===== src/rtl/pc_sequencer_if.sv =====
// Decoder/fetch-side bundle of the PC sequencer.
// The master drives the decoder strobes and the slave returns fetch/control state.
interface pc_sequencer_if #(
    parameter int ADDR_W = 16
);
    logic              im_ready;
    logic              halt;
    logic              jmp;
    logic [ADDR_W-1:0] jmp_target;
    logic              rti;
    logic              flags_wr_en;
    logic [3:0]        flags_in;
    logic              irq_req;
    logic              resume;
    logic [ADDR_W-1:0] pc;
    logic              commit;
    logic              halted;
    logic              in_isr;
    logic              irq_ack;
    logic [3:0]        flags_out;
    logic [ADDR_W-1:0] epc_out;

    modport master (
        output im_ready, halt, jmp, jmp_target, rti,
        output flags_wr_en, flags_in, irq_req, resume,
        input  pc, commit, halted, in_isr, irq_ack,
        input  flags_out, epc_out
    );

    modport slave (
        input  im_ready, halt, jmp, jmp_target, rti,
        input  flags_wr_en, flags_in, irq_req, resume,
        output pc, commit, halted, in_isr, irq_ack,
        output flags_out, epc_out
    );
endinterface


===== src/rtl/pc_sequencer.sv =====
// PC, flags and interrupt shadow state of the single-cycle core.
// Produces the next fetch address and the per-cycle commit strobe.
module pc_sequencer #(
    parameter int              ADDR_W       = 16,
    parameter logic [ADDR_W-1:0] RESET_VECTOR = 16'h0000,
    parameter logic [ADDR_W-1:0] IRQ_VECTOR   = 16'h0010
) (
    input  logic           clk,
    input  logic           reset,
    pc_sequencer_if.slave  bus
);
    localparam logic [1:0] S_RUN  = 2'd0;
    localparam logic [1:0] S_HALT = 2'd1;
    localparam logic [1:0] S_IRQ  = 2'd2;

    logic [1:0]        r_state;
    logic [ADDR_W-1:0] r_pc;
    logic [ADDR_W-1:0] r_epc;
    logic [3:0]        r_flags;
    logic [3:0]        r_sflags;
    logic              r_in_isr;
    logic              r_irq_ack;

    logic              w_commit;
    logic              w_rti_ok;
    logic              w_take_irq;
    logic [ADDR_W-1:0] w_pc_inc;
    logic [ADDR_W-1:0] w_pc_nxt;
    logic [3:0]        w_flags_nxt;

    assign w_commit   = reset && (r_state == S_RUN) && bus.im_ready;
    assign w_pc_inc   = r_pc + {{(ADDR_W-1){1'b0}}, 1'b1};
    assign w_rti_ok   = !bus.halt && bus.rti && r_in_isr;
    // in_isr sampled before the edge, so an rti never re-enters on its own edge
    assign w_take_irq = w_commit && bus.irq_req && !r_in_isr;

    always_comb begin
        w_pc_nxt = w_pc_inc;
        if (bus.halt)
            w_pc_nxt = w_pc_inc;
        else if (w_rti_ok)
            w_pc_nxt = r_epc;
        else if (bus.jmp)
            w_pc_nxt = bus.jmp_target;
    end

    always_comb begin
        w_flags_nxt = r_flags;
        if (w_rti_ok)
            w_flags_nxt = r_sflags;
        else if (bus.flags_wr_en)
            w_flags_nxt = bus.flags_in;
    end

    always_ff @(posedge clk or negedge reset) begin
        if (!reset) begin
            r_state   <= S_RUN;
            r_pc      <= RESET_VECTOR;
            r_epc     <= '0;
            r_flags   <= 4'h0;
            r_sflags  <= 4'h0;
            r_in_isr  <= 1'b0;
            r_irq_ack <= 1'b0;
        end else begin
            case (r_state)
                S_RUN: begin
                    if (w_commit) begin
                        r_pc    <= w_pc_nxt;
                        r_flags <= w_flags_nxt;
                        if (w_rti_ok)
                            r_in_isr <= 1'b0;
                        if (w_take_irq) begin
                            r_epc     <= w_pc_nxt;
                            r_sflags  <= w_flags_nxt;
                            r_state   <= S_IRQ;
                            r_irq_ack <= 1'b1;
                        end else if (bus.halt) begin
                            r_state <= S_HALT;
                        end
                    end
                end
                S_HALT: begin
                    if (bus.irq_req && !r_in_isr) begin
                        r_epc     <= r_pc;
                        r_sflags  <= r_flags;
                        r_state   <= S_IRQ;
                        r_irq_ack <= 1'b1;
                    end else if (bus.resume) begin
                        r_state <= S_RUN;
                    end
                end
                S_IRQ: begin
                    r_pc      <= IRQ_VECTOR;
                    r_in_isr  <= 1'b1;
                    r_irq_ack <= 1'b0;
                    r_state   <= S_RUN;
                end
                default: begin
                    r_state   <= S_RUN;
                    r_irq_ack <= 1'b0;
                end
            endcase
        end
    end

    assign bus.pc        = r_pc;
    assign bus.commit    = w_commit;
    assign bus.halted    = (r_state == S_HALT);
    assign bus.in_isr    = r_in_isr;
    assign bus.irq_ack   = r_irq_ack;
    assign bus.flags_out = r_flags;
    assign bus.epc_out   = r_epc;
endmodule


===== src/flat_wrapper.sv =====
// flat-port wrapper written by rule: the top's interface ports become plain ports
module pc_sequencer_flat 
#(
    parameter int              ADDR_W       = 16,
    parameter logic [ADDR_W-1:0] RESET_VECTOR = 16'h0000,
    parameter logic [ADDR_W-1:0] IRQ_VECTOR   = 16'h0010
)
  (clk, reset, bus_im_ready, bus_halt, bus_jmp, bus_jmp_target, bus_rti, bus_flags_wr_en, bus_flags_in, bus_irq_req, bus_resume, bus_pc, bus_commit, bus_halted, bus_in_isr, bus_irq_ack, bus_flags_out, bus_epc_out);
  pc_sequencer_if #(.ADDR_W(ADDR_W)) bus_i ();
  input  logic clk;
  input  logic reset;
  input wire logic [$bits(bus_i.im_ready)-1:0] bus_im_ready;
  input wire logic [$bits(bus_i.halt)-1:0] bus_halt;
  input wire logic [$bits(bus_i.jmp)-1:0] bus_jmp;
  input wire logic [$bits(bus_i.jmp_target)-1:0] bus_jmp_target;
  input wire logic [$bits(bus_i.rti)-1:0] bus_rti;
  input wire logic [$bits(bus_i.flags_wr_en)-1:0] bus_flags_wr_en;
  input wire logic [$bits(bus_i.flags_in)-1:0] bus_flags_in;
  input wire logic [$bits(bus_i.irq_req)-1:0] bus_irq_req;
  input wire logic [$bits(bus_i.resume)-1:0] bus_resume;
  output wire logic [$bits(bus_i.pc)-1:0] bus_pc;
  output wire logic [$bits(bus_i.commit)-1:0] bus_commit;
  output wire logic [$bits(bus_i.halted)-1:0] bus_halted;
  output wire logic [$bits(bus_i.in_isr)-1:0] bus_in_isr;
  output wire logic [$bits(bus_i.irq_ack)-1:0] bus_irq_ack;
  output wire logic [$bits(bus_i.flags_out)-1:0] bus_flags_out;
  output wire logic [$bits(bus_i.epc_out)-1:0] bus_epc_out;
  assign bus_i.im_ready = bus_im_ready;
  assign bus_i.halt = bus_halt;
  assign bus_i.jmp = bus_jmp;
  assign bus_i.jmp_target = bus_jmp_target;
  assign bus_i.rti = bus_rti;
  assign bus_i.flags_wr_en = bus_flags_wr_en;
  assign bus_i.flags_in = bus_flags_in;
  assign bus_i.irq_req = bus_irq_req;
  assign bus_i.resume = bus_resume;
  assign bus_pc = bus_i.pc;
  assign bus_commit = bus_i.commit;
  assign bus_halted = bus_i.halted;
  assign bus_in_isr = bus_i.in_isr;
  assign bus_irq_ack = bus_i.irq_ack;
  assign bus_flags_out = bus_i.flags_out;
  assign bus_epc_out = bus_i.epc_out;
  pc_sequencer #(.ADDR_W(ADDR_W), .RESET_VECTOR(RESET_VECTOR), .IRQ_VECTOR(IRQ_VECTOR)) u_core (.clk(clk), .reset(reset), .bus(bus_i));
endmodule

===== config.mk =====
export PLATFORM = sky130hd
export DESIGN_NAME = pc_sequencer_flat
export DESIGN_NICKNAME = d
export VERILOG_FILES = /design/src/rtl/pc_sequencer_if.sv /design/src/rtl/pc_sequencer.sv /design/src/flat_wrapper.sv
export SDC_FILE = /design/constraint.sdc
export NUM_CORES = 1
export LEC_CHECK = 0
export ABC_CLOCK_PERIOD_IN_PS = 4800
export CORE_MARGIN = 3
export CORE_UTILIZATION = 45
export CTS_BUF_LIST = sky130_fd_sc_hd__clkbuf_4 sky130_fd_sc_hd__clkbuf_8 sky130_fd_sc_hd__clkbuf_16
export DETAILED_ROUTE_END_ITERATION = 16
export MAX_ROUTING_LAYER = met4
export PLACE_DENSITY = 0.74
export SLEW_MARGIN = 20
export SYNTH_ARGS = -nofsm -noshare
export SYNTH_HDL_FRONTEND = slang
export SYNTH_SLANG_ARGS = --single-unit

===== constraint.sdc =====
create_clock -name clk -period 4.8 [get_ports clk]
set_input_delay 0.48 -clock clk [delete_from_list [all_inputs] [get_ports clk]]
set_output_delay 0.48 -clock clk [all_outputs]
set_load 0.01 [all_outputs]

==> reports/results.tsv <==
metric	value	unit
root buf cell	clkbuf_8	
non-filler cells, final	444	
post-synthesis register bit count	44	
top sig layer	met4	
Yosys warnings	0	
pin count of the biggest net entering global routing	31	
Via Count	2902	
Mapped Area	2780	sq um
kind of critical path	reg2reg	
wl on met1	3.77	mm
IO Pins	69	
Initial Utilization	46.7	%
Leak	0.00142	uW
Hold Crit Class	in2async	
placer congestion estimate	0.886	
post-cts resize count	0	
Post-Syn Area per Cell	8.83	sq um
slowest stage delay, CP	0.71	ns
flop-to-flop setup slack	1.71	ns
# DRC	0	
reg2reg end	u_core.bus.epc_out[1]	
hold buffers post-CTS	0	
metal3 WL	812	um
Post-synth top flop	dfrtp_1	
pwr dens	556	nW/um^2
Crit-path slowest cell	clkinv_1	
Pre-antenna DRT Iters	5	
CTS clk-pin slew, worst paths	0.09	ns
clock skew	0.0116	ns
Fmax	324	MHz
Maximum Capacitance Violations	0	
clock tree sinks	44	
Final setup viols	0	
area of the die	7160	sq um
Diodes inserted	0	
R2R cell count	5	
WL/cell	20.0	um
Post-DRT Antenna Nets	0	
Synth cell types	58	
CTS Buf Count	5	
delay-heaviest family, CP	simple AND/OR/NAND/NOR gates	
Die X	84.6	um
Slew Viols, Final	0	
Pwr Total	1990	uW
global-route wire length before repair	14.6	mm
met2 routed WL	4.12	mm
Critical path buffers and inverters	1	
dpl cells	436	
worst-path cell chain	nand2b_1 > or3_1 > clkinv_1 > nand2_1 > o211ai_1	
final hold vios	0	
critical path data required time	4.98	ns
clock buffer depth	2	
Worst EP arrival	3.26	ns
post-synthesis net count	345	
final setup TNS	0	ns
initial antenna violation count	0	
Startpoint Class	flip-flop	
routed vias/inst	6.54	
register area share after synthesis	39.6	%
num rows	28	
final hold slack	0.0955	ns
Die Ht	84.6	um
VDD IR-drop max	0.261	mV
Critical R2R Launch	u_core.bus.in_isr	
Final Util	60.0	%
worst skew pair latency	0.31	ns
Relative slew margins	46.5	%
CTS tree	built	
detailed placer's ending HPWL	6.10	mm
Iteration-0 DRC Markers	337	
status	finished, final reports clean	
unrepaired setup endpoints after global routing	no	
layout cells sized above 1	8.13	%
Port Buf Inserts	68	
Final Cycle Share	64.3	%
core area	5960	sq um
Total Wirelength	8.89	mm
clock period minus worst slack	3.09	ns
Crit Path Max Fanout	22	
GRT overflow	0	
Tot GR Track Use	25.9	%
CP Depth	5	
CTS H-tree lvls	2	
Post-CTS Setup Repair Bufs	0	
Crit. End Element	flip-flop	
area grow syn2layout	28.6	%
EDFF count, synth	0	
Post-Syn Instances	315	
Worst Tran Pin Value	0.803	ns
vias in the first global route	2769	
fin nets	398	
FFs w/ async S/R, synth	100	%
fillcell total	536	
## routing by layer
layer	track usage, %	vias up
li1	-	1312
met1	34.9	1406
met2	40.3	163
met3	4.51	21
met4	7.63	0
met5	-	-
## kinds of logic (layout without fill, tap and decap cells)
group / Yosys count / after routing / synth area share [%]
buffers and inverters: 36 / 90 / 5.40
AO/OA/AOI/OAI: 122 / 122 / 30.6
flip-flops: 44 / 44 / 39.6
adder cells (fa/ha/maj): 1 / 1 / 0.450
multiplexers: 7 / 7 / 2.75
XOR/XNOR: 2 / 2 / 0.630
AND/OR/NAND/NOR: 103 / 103 / 20.6
## flip-flops by register name, summed over array words and instances (netlist names)
signal / flops
u_core.bus.epc_out: 16
u_core.bus.flags_out: 4
u_core.bus.in_isr: 1
u_core.bus.irq_ack: 1
u_core.bus.pc: 16
u_core.r_sflags: 4
u_core.r_state: 2
## worst register-to-register path, delay by kind of cell (launching register included)
| kind | cells | cell delay [ns] |
|---|---|---|
| flip-flops | 1 | 0.65 |
| AO/OA/AOI/OAI | 1 | 0.12 |
| AND/OR/NAND/NOR | 3 | 1.46 |
| buffers and inverters | 1 | 0.71 |
## synthesized netlist by cell type (5+ instances only)
master / count / area [sq um]
mux2i_1: 5 / 50.1
and3_1: 5 / 31.3
nor4_1: 6 / 37.5
o21ai_0: 14 / 70.1
dfrtp_1: 44 / 1100
a21oi_1: 18 / 90.1
nand2_1: 31 / 116
buf_2: 5 / 25.0
o22ai_1: 18 / 113
clkbuf_1: 16 / 60.1
nand3b_1: 6 / 45.0
inv_1: 9 / 33.8
nand3_1: 15 / 75.1
o31ai_1: 8 / 60.1
nor2_1: 11 / 41.3
o211ai_1: 8 / 60.1
a2bb2oi_1: 5 / 43.8
a31oi_1: 10 / 62.6
a21o_1: 9 / 67.6
o22a_1: 5 / 43.8
or2_2: 5 / 31.3
## where the power goes
group          internal, uW  total, uW  switching [uW]
Clock                   160        294             134
Sequential              531        771             240
Combinational           494        924             429
Total                  1190       1990             804
## worst max path at each step
stage,start,end,slack (ns)
3_3_place_gp,bus_irq_req,u_core.bus.epc_out[0],1.66
5_1_grt,u_core.bus.in_isr,u_core.bus.epc_out[1],1.51
3_5_place_dp,bus_irq_req,u_core.bus.epc_out[4],1.61
4_1_cts,u_core.bus.in_isr,u_core.bus.epc_out[0],1.78
6_report,u_core.bus.in_isr,u_core.bus.epc_out[1],1.71
2_1_floorplan,u_core.bus.pc[5],u_core.bus.epc_out[11],2.94
## metrics by stage
| stage | setup WS (ns) | area, sq um |
|---|---|---|
| 6_report | 1.71 | 3570 |
| 5_1_grt | 1.51 | 3570 |
| 4_1_cts | 1.78 | 3570 |
| 3_5_place_dp | 1.61 | 3460 |
| 3_3_place_gp | 1.66 | 3460 |
| 2_1_floorplan | 2.94 | 2780 |
## cells in the final DEF, fill, tap and decap left out, types with 3 or more instances in the layout
master / Yosys / layout
or2_2: 5 / 5
buf_4: 2 / 3
o211ai_1: 8 / 8
a31o_2: 3 / 3
o22a_1: 5 / 5
nand3_1: 15 / 15
nand3b_1: 6 / 6
a22o_1: 3 / 3
o31ai_1: 8 / 8
nand2b_1: 4 / 4
nor3_1: 4 / 4
o22ai_1: 18 / 18
a2bb2oi_1: 5 / 5
clkbuf_8: 0 / 5
a21oi_1: 18 / 18
dfrtp_1: 44 / 44
a21o_1: 9 / 9
clkdlybuf4s50_1: 0 / 67
o21ai_0: 14 / 14
nor4_1: 6 / 6
and3_1: 5 / 5
nor2_1: 11 / 11
mux2i_1: 5 / 5
nor4b_1: 4 / 4
a31oi_1: 10 / 10
inv_1: 9 / 9
nand2_1: 31 / 31
## final cells by class
class | instances | area [sq um] | area share (%)
timing repair buffer | 71 | 698 | 19.5
inverter | 11 | 41.3 | 1.16
multi-input combinational | 235 | 1530 | 42.8
sequential | 44 | 1100 | 30.8
clock inverter | 2 | 35.0 | 0.980
tap | 75 | 93.8 | 2.63
clock buffer | 6 | 76.3 | 2.14
No activity file was read; power rests on OpenSTA's default activity.
